### config.mk
export PLATFORM = sky130hd
export DESIGN_NAME = fp16_sub_seq
export DESIGN_NICKNAME = d
export VERILOG_FILES = /design/src/rtl/fp16_pkg.sv /design/src/rtl/fp16_classify.sv /design/src/rtl/fp16_sub_seq.sv
export SDC_FILE = /design/constraint.sdc
export NUM_CORES = 1
export LEC_CHECK = 0
export BUFFER_PORTS_ARGS = -buffer_cell sky130_fd_sc_hd__buf_4
export CAP_MARGIN = 20
export CORE_UTILIZATION = 65
export DETAILED_ROUTE_END_ITERATION = 8
export PLACE_DENSITY = 0.94
export REMOVE_ABC_BUFFERS = 1
export SLEW_MARGIN = 10
export SYNTH_ARGS = -nofsm -noshare
export SYNTH_HDL_FRONTEND = slang
export SYNTH_SLANG_ARGS = --single-unit
### constraint.sdc
create_clock -name clk_i -period 7 [get_ports clk_i]
set_clock_uncertainty 0.05 [all_clocks]
set_input_delay 0.7 -clock clk_i [delete_from_list [all_inputs] [get_ports clk_i]]
set_output_delay 0.7 -clock clk_i [all_outputs]
set_load 0.05 [all_outputs]
### src/rtl/fp16_pkg.sv
// Shared FP16 definitions for the subtractor and its companion adder.
// Format: 1 sign, 5 exponent, 10 fraction bits, hidden leading 1.
package fp16_pkg;

   localparam int FP16_W = 16;
   localparam int EXP_W  = 5;
   localparam int FRAC_W = 10;
   localparam int MAN_W  = 12;

   localparam logic [EXP_W-1:0]  EXP_INF   = 5'd31;
   localparam logic [FP16_W-1:0] FP16_INF  = 16'h7C00;
   localparam logic [FP16_W-1:0] FP16_ZERO = 16'h0000;

   typedef enum logic [2:0] {
      IDLE  = 3'd0,
      ALIGN = 3'd1,
      OP    = 3'd2,
      NORM  = 3'd3,
      DONE  = 3'd4
   } state_t;

   // Magnitude order is exponent first, then fraction, which is plain
   // unsigned order on the low 15 bits.
   function automatic logic mag_ge(input logic [FP16_W-2:0] a, input logic [FP16_W-2:0] b);
      return (a >= b);
   endfunction

endpackage

### src/rtl/fp16_classify.sv
// Splits one FP16 word into the fields the subtractor works on.
// Exponent 0 is zero (no denormals), exponent 31 is overflow.
module fp16_classify
   import fp16_pkg::*;
(
   input  logic [FP16_W-1:0] word,
   output logic              is_zero,
   output logic              is_inf,
   output logic              sign,
   output logic [EXP_W-1:0]  exp,
   output logic [MAN_W-1:0]  man12
);

   assign exp     = word[FP16_W-2:FRAC_W];
   assign sign    = word[FP16_W-1];
   assign is_zero = (exp == 5'd0);
   assign is_inf  = (exp == EXP_INF);
   // One guard bit above the hidden 1 catches the carry of an addition.
   assign man12   = {1'b0, 1'b1, word[FRAC_W-1:0]};

endmodule

### src/rtl/fp16_sub_seq.sv
// Multi-cycle FP16 subtractor (A - B): one alignment or normalisation
// bit per cycle behind a valid/ready handshake, one operation in flight.
module fp16_sub_seq
   import fp16_pkg::*;
#(
   parameter int MAX_ALIGN = 12
) (
   input  logic              clk_i,
   input  logic              rst_ni,
   input  logic              in_valid_i,
   output logic              in_ready_o,
   input  logic [FP16_W-1:0] opA_i,
   input  logic [FP16_W-1:0] opB_i,
   output logic              out_valid_o,
   input  logic              out_ready_i,
   output logic [FP16_W-1:0] SUB_o
);

   localparam logic [EXP_W-1:0] MAX_ALIGN_E = EXP_W'(MAX_ALIGN);

   logic              a_zero_s, a_inf_s, a_sign_s;
   logic              b_zero_s, b_inf_s, b_sign_s;
   logic [EXP_W-1:0]  a_exp_s, b_exp_s, diff_s;
   logic [MAN_W-1:0]  a_man_s, b_man_s;
   logic              a_ge_b_s;

   state_t            state_r, state_s;
   logic [EXP_W:0]    exp_r, exp_s;
   logic              sign_r, sign_s;
   logic              add_r, add_s;
   logic [EXP_W-1:0]  cnt_r, cnt_s;
   logic [MAN_W-1:0]  x_man_r, x_man_s, y_man_r, y_man_s, man_r, man_s;
   logic [FP16_W-1:0] result_r, result_s;
   logic              out_valid_r, out_valid_s;
   logic              in_ready_r;

   fp16_classify u_cls_a (
      .word(opA_i), .is_zero(a_zero_s), .is_inf(a_inf_s),
      .sign(a_sign_s), .exp(a_exp_s), .man12(a_man_s)
   );

   fp16_classify u_cls_b (
      .word(opB_i), .is_zero(b_zero_s), .is_inf(b_inf_s),
      .sign(b_sign_s), .exp(b_exp_s), .man12(b_man_s)
   );

   assign a_ge_b_s = mag_ge(opA_i[FP16_W-2:0], opB_i[FP16_W-2:0]);
   assign diff_s   = a_ge_b_s ? (a_exp_s - b_exp_s) : (b_exp_s - a_exp_s);

   // Next-state and datapath update for every FSM state.
   always_comb begin
      state_s     = state_r;
      exp_s       = exp_r;
      sign_s      = sign_r;
      add_s       = add_r;
      cnt_s       = cnt_r;
      x_man_s     = x_man_r;
      y_man_s     = y_man_r;
      man_s       = man_r;
      result_s    = result_r;
      out_valid_s = out_valid_r;
      case (state_r)
         IDLE: begin
            if (!in_valid_i) begin
               state_s = IDLE;
            end else if (a_inf_s || b_inf_s) begin
               result_s    = FP16_INF;
               out_valid_s = 1'b1;
               state_s     = DONE;
            end else if (a_zero_s) begin
               result_s    = b_zero_s ? FP16_ZERO : {~b_sign_s, opB_i[FP16_W-2:0]};
               out_valid_s = 1'b1;
               state_s     = DONE;
            end else if (b_zero_s) begin
               result_s    = opA_i;
               out_valid_s = 1'b1;
               state_s     = DONE;
            end else begin
               // B enters with its sign flipped; X keeps the larger magnitude.
               add_s   = a_sign_s ^ b_sign_s;
               cnt_s   = (diff_s > MAX_ALIGN_E) ? MAX_ALIGN_E : diff_s;
               state_s = ALIGN;
               if (a_ge_b_s) begin
                  exp_s   = {1'b0, a_exp_s};
                  sign_s  = a_sign_s;
                  x_man_s = a_man_s;
                  y_man_s = b_man_s;
               end else begin
                  exp_s   = {1'b0, b_exp_s};
                  sign_s  = ~b_sign_s;
                  x_man_s = b_man_s;
                  y_man_s = a_man_s;
               end
            end
         end
         ALIGN: begin
            if (cnt_r == 5'd0) begin
               state_s = OP;
            end else begin
               y_man_s = y_man_r >> 1;
               cnt_s   = cnt_r - 5'd1;
            end
         end
         OP: begin
            man_s   = add_r ? (x_man_r + y_man_r) : (x_man_r - y_man_r);
            state_s = NORM;
         end
         NORM: begin
            if (man_r == 12'd0) begin
               result_s    = FP16_ZERO;
               out_valid_s = 1'b1;
               state_s     = DONE;
            end else if (man_r[MAN_W-1]) begin
               man_s = man_r >> 1;
               exp_s = exp_r + 6'd1;
            end else if (man_r[FRAC_W]) begin
               if (exp_r >= 6'd31) begin
                  result_s = {sign_r, 5'h1F, 10'h000};
               end else begin
                  result_s = {sign_r, exp_r[EXP_W-1:0], man_r[FRAC_W-1:0]};
               end
               out_valid_s = 1'b1;
               state_s     = DONE;
            end else if (exp_r <= 6'd1) begin
               result_s    = FP16_ZERO;
               out_valid_s = 1'b1;
               state_s     = DONE;
            end else begin
               man_s = man_r << 1;
               exp_s = exp_r - 6'd1;
            end
         end
         DONE: begin
            if (out_ready_i) begin
               out_valid_s = 1'b0;
               state_s     = IDLE;
            end else begin
               out_valid_s = 1'b1;
            end
         end
         default: begin
            out_valid_s = 1'b0;
            state_s     = IDLE;
         end
      endcase
   end

   // State and datapath registers with synchronous active-low reset.
   always_ff @(posedge clk_i) begin
      if (!rst_ni) begin
         state_r     <= IDLE;
         exp_r       <= 6'd0;
         sign_r      <= 1'b0;
         add_r       <= 1'b0;
         cnt_r       <= 5'd0;
         x_man_r     <= 12'd0;
         y_man_r     <= 12'd0;
         man_r       <= 12'd0;
         result_r    <= FP16_ZERO;
         out_valid_r <= 1'b0;
         in_ready_r  <= 1'b1;
      end else begin
         state_r     <= state_s;
         exp_r       <= exp_s;
         sign_r      <= sign_s;
         add_r       <= add_s;
         cnt_r       <= cnt_s;
         x_man_r     <= x_man_s;
         y_man_r     <= y_man_s;
         man_r       <= man_s;
         result_r    <= result_s;
         out_valid_r <= out_valid_s;
         in_ready_r  <= (state_s == IDLE);
      end
   end

   assign in_ready_o  = in_ready_r;
   assign out_valid_o = out_valid_r;
   assign SUB_o       = result_r;

endmodule

# Yosys cells after proc, flatten, opt, wreduce, memory -nomap -nowiden
# Index checks and enable logic that the tools add are counted.
# Widths: inputs -> output; s select.
# totals
ff_bits	70
word_cells	129
in_bits	36
# op_classes
bitwise	6
n_reduce_logical	18
n_mux	65
order_cmp	4
n_eq_ne	17
n_addsub	7
# op_table
cell	count
$mux 16	9
$mux 12	7
$mux 6	8
$pmux 12 s2	2
$mux 5	8
$mux 11	3
$pmux 16 s2	1
$mux 3	10
$mux 10	2
$ge 15x15->1	1
$logic_not 5->1	3
$mux 15	1
$pmux 3 s5	1
$reduce_and 5->1	3
$add 12x12->12	1
$logic_not 12->1	1
$ne 2x2->1 const B	6
$pmux 6 s2	1
$sub 12x12->12	1
$eq 5x5->1 const B	2
$mux 1	10
$pmux 5 s2	1
$sub 5x5->5	2
$ne 3x3->1 const B	3
other kinds (21)	30

# Longest topological paths before layout
# depth
word_depth	9
depth_mapped	13

# Cells and area by module
# A second synthesis with hierarchy kept.
# unflattened
cells_unflattened	725
area_unflattened_um2	5740.5
# by_module_without_submodules
mod	area_per_inst_um2	seq_area_each_um2	cells_per_inst	n_inst
fp16_sub_seq	5407.7	1401.3	675	1
fp16_classify	166.4	0.0	25	2

# Least setup slack after synthesis
# Ideal clock, no wire load.
# synth_path
path_type	input to register
from	in opA_i[0]
to	reg y_man_r[9]
setup_slack_ns	4.124
cell_stages	10
n_path_buf	1
t_arrival_ns	2.699
path_cell_list	inv_1 > ha_1 > nand2b_1 > a2111oi_2 > nor4_4 > nor3_4 > buf_6 > mux2_4 > a222oi_1 > nor2_1
# synth_between
elab_chain_len	7
# synth_rtl
item	line_no	source
start: declaration	fp16_sub_seq.sv:12	input logic [FP16_W-1:0] opA_i,
$ge 15x15->1	fp16_pkg.sv:25	return (a >= b);
$mux 10	fp16_sub_seq.sv:83	if (a_ge_b_s) begin
$mux 12	fp16_sub_seq.sv:74	end else if (b_zero_s) begin
$mux 12	fp16_sub_seq.sv:70	end else if (a_zero_s) begin
$mux 12	fp16_sub_seq.sv:66	end else if (a_inf_s || b_inf_s) begin
$mux 12	fp16_sub_seq.sv:64	if (!in_valid_i) begin
$pmux 12 s2	fp16_sub_seq.sv:62	case (state_r)
end signal: assignment	fp16_sub_seq.sv:169	y_man_r <= y_man_s;
end: declaration	fp16_sub_seq.sv:32	logic [MAN_W-1:0] x_man_r, x_man_s, y_man_r, y_man_s, man_r, man_s;
# Every way passes these cells. The select of a mux whose other input is x is not followed.
# A chain may end at the register's enable or synchronous reset.

# Worst setup path in the final report
# layout_path
from	in opA_i[0]
to	reg y_man_r[6]
# Same word-level chain as after synthesis.

==> impl_metrics.yaml <==
drt:
  dr.pass1.iters: 5
  drc_errors: 0
  wl_per_cell_um: 19.1
  initialDrtViolationCount: 670
  viasPerCell: 6.79
  via_count: 5169
  postRouteAntennaNets: 0
  routed_wl_mm: 14.5
clock_tree:
  clkSinkCount: 68
  cts_resized: 0
  cts_setup_buffers: 0
  clockBufferDepth: 2
  htree_levels: 3
  cts_tree: "built"
  cts-root-buf: "clkbuf_8"
  cts_buffers: 9
  clock_latency_ps: 360
  ctsHoldBuffers: 0
  path_clk_slew_ps: 80
setup_path:
  crit_path_end_kind: "register"
  critPathMaxFanout: 22
  required_ps: 7160
  r2r_cells: 11
  path_class: "input port to register"
  arrival_ps: 3530
  cp-start-kind: "input port"
die:
  start_util_pct: 68.7
  pin_count: 54
  rows: 31
  core_area_sq_um: 7410
  die_x_um: 90.5
  die_h_um: 90.5
  die_area_sq_um: 8190
logic_synthesis:
  synth_most_common_cell: "nor2_1"
  avgSynthCellArea_sq_um: 8.13
  synth_area_leaders: "dfxtp_1, ha_1, nor2_1"
  ys_ff_latch: 68
  yosysSeqAreaShare_pct: 26.8
  synth_edf_count: 0
  async_flop_share_pct: 0
  ys_top_cells_by_count: "nor2_1, dfxtp_1, a21oi_1"
  synth_warnings: 0
  synth_area_sq_um: 5090
  synth.largest_area_cell: "dfxtp_1"
  synthDominantCellAreaShare_pct: 26.8
  synth_ff_type: "dfxtp_1"
  ys_types: 66
  syn_inst: 626
finish:
  fillers: 528
  final_nets: 732
  stdcell_area_sq_um: 5670
  synthToLayoutAreaGrowth_pct: 11.4
  antenna-diode-count: 0
  finish.utilization_pct: 76.5
  drive_above_1_share_pct: 13.4
grt:
  overflow: 0
  grt_pass1_vias: 4726
  grt_max_degree: 44
  gr-usage-all-layers_pct: 35.8
  antenna_found_initial: 0
  grt_pass1_wl_mm: 23.6
power:
  ir_worst_vdd_v: 0.000181
  p_leak_nw: 2.49
  p_per_area_nw_per_um2: 409
timing:
  grt_setup_unrepaired: "false"
  fin_tns_setup_ps: 0
  max_freq_ghz: 0.296
  slew-limit-headroom_pct: 16.7
  min_period_ps: 3380
  fin_crit_sh_pct: 48.2
  finalHoldViolCount: 0
  drv_slew: 0
  setup_viol: 0
  postLayoutSetupSlackWorst_ps: 3620
  tightest_slew_ps: 1250
job:
  drv_cap: 0
placement:
  dp_hpwl_mm: 10.3
  dpl_worst_slack_ps: 3300
  place_area_sq_um: 5480
  gp_congestion: 0.935
  io_buffers: 53
worst_hold_path:
  worstHoldPathCells: 2
  min_path_type: "register to register"
run_status:
  status: "complete, no violations"
-- critical path: stages --
cell	delay, ps
buf_4	90
inv_1	40
ha_1	270
nand2b_1	170
a2111oi_2	500
nor4_4	130
nor3_4	460
buf_4	440
mux2_1	380
a222oi_1	280
nor2_1	60
-- cell type report --
class / count / area [sq um] / area share [%]
inverters: 31 / 116 / 2.05
repair buffers: 57 / 428 / 7.55
well taps: 99 / 124 / 2.19
clock buffers: 12 / 155 / 2.74
multi-input cells: 490 / 3460 / 61.0
flip-flops and latches: 68 / 1360 / 24.0
clock inverters: 4 / 23.8 / 0.420
-- stage by stage --
stage	power, mW	hold slack [ps]	std cells
floorplan	1.61	397	589
global placement	1.87	411	745
detailed placement	1.94	429	745
CTS	2.26	443	761
global route	2.45	469	761
finish	2.32	450	761
-- final timing paths --
kind	slack, ps	endpoint	start
setup reg to reg	3860	man_r[10]	y_man_r[0]
hold reg to reg	450	SUB_o[9]	SUB_o[9]
setup / recovery	3620	y_man_r[6]	opA_i[0]
hold / removal	450	SUB_o[9]	SUB_o[9]
-- logic make-up (layout without fill, tap and decap cells) --
kind of cell	after synthesis	count (layout)	share of synthesized area, %
simple gates	194	194	18.5
mux	40	40	8.38
fa+ha+maj	39	39	10.0
flops	68	68	26.8
compound gates	198	198	27.5
buf+inv	68	104	5.56
xor+xnor	19	19	3.27
-- sequential cells by signal (all words and copies together), names as in the netlist --
| register | count |
|---|---|
| out_valid_o | 1 |
| SUB_o | 16 |
| state_r | 3 |
| sign_r | 1 |
| exp_r | 6 |
| cnt_r | 5 |
| in_ready_o | 1 |
| man_r | 12 |
| add_r | 1 |
| y_man_r | 11 |
| x_man_r | 11 |
-- report_power, final --
| part | leakage [nW] | switching (mW) | internal [mW] | total [mW] |
|---|---|---|---|---|
| Clock | 0.0961 | 0.157 | 0.147 | 0.304 |
| Sequential | 0.557 | 0.156 | 0.503 | 0.659 |
| Combinational | 1.83 | 0.813 | 0.540 | 1.35 |
-- cell usage in the layout (no fill, tap or decap), types with 9 or more instances in the layout --
master    count
a22oi_1      10
nor4_1        9
buf_4        57
a211oi_1     33
mux2_1       10
inv_1        31
dfxtp_1      68
nor3_1       11
xnor2_1       9
a21o_1       12
o21ai_0      28
clkbuf_8     11
ha_1         36
a21oi_1      39
a222oi_1     10
mux2i_1      25
nand2_1      38
a22o_1       10
xor2_1       10
nand3_1      14
nor2_1       76
-- layer usage --
| metal | vias up | global-route usage [%] | part of all wire, % |
|---|---|---|---|
| met1 | 2350 | 48.5 | 41 |
| met2 | 358 | 53.4 | 45 |
| li1 | 2402 | - | - |
| met4 | 0 | 18.7 | 3.8 |
| met5 | - | 0 | 0 |
| met3 | 59 | 7.15 | 11 |
No activity file was read; power rests on OpenSTA's default activity.
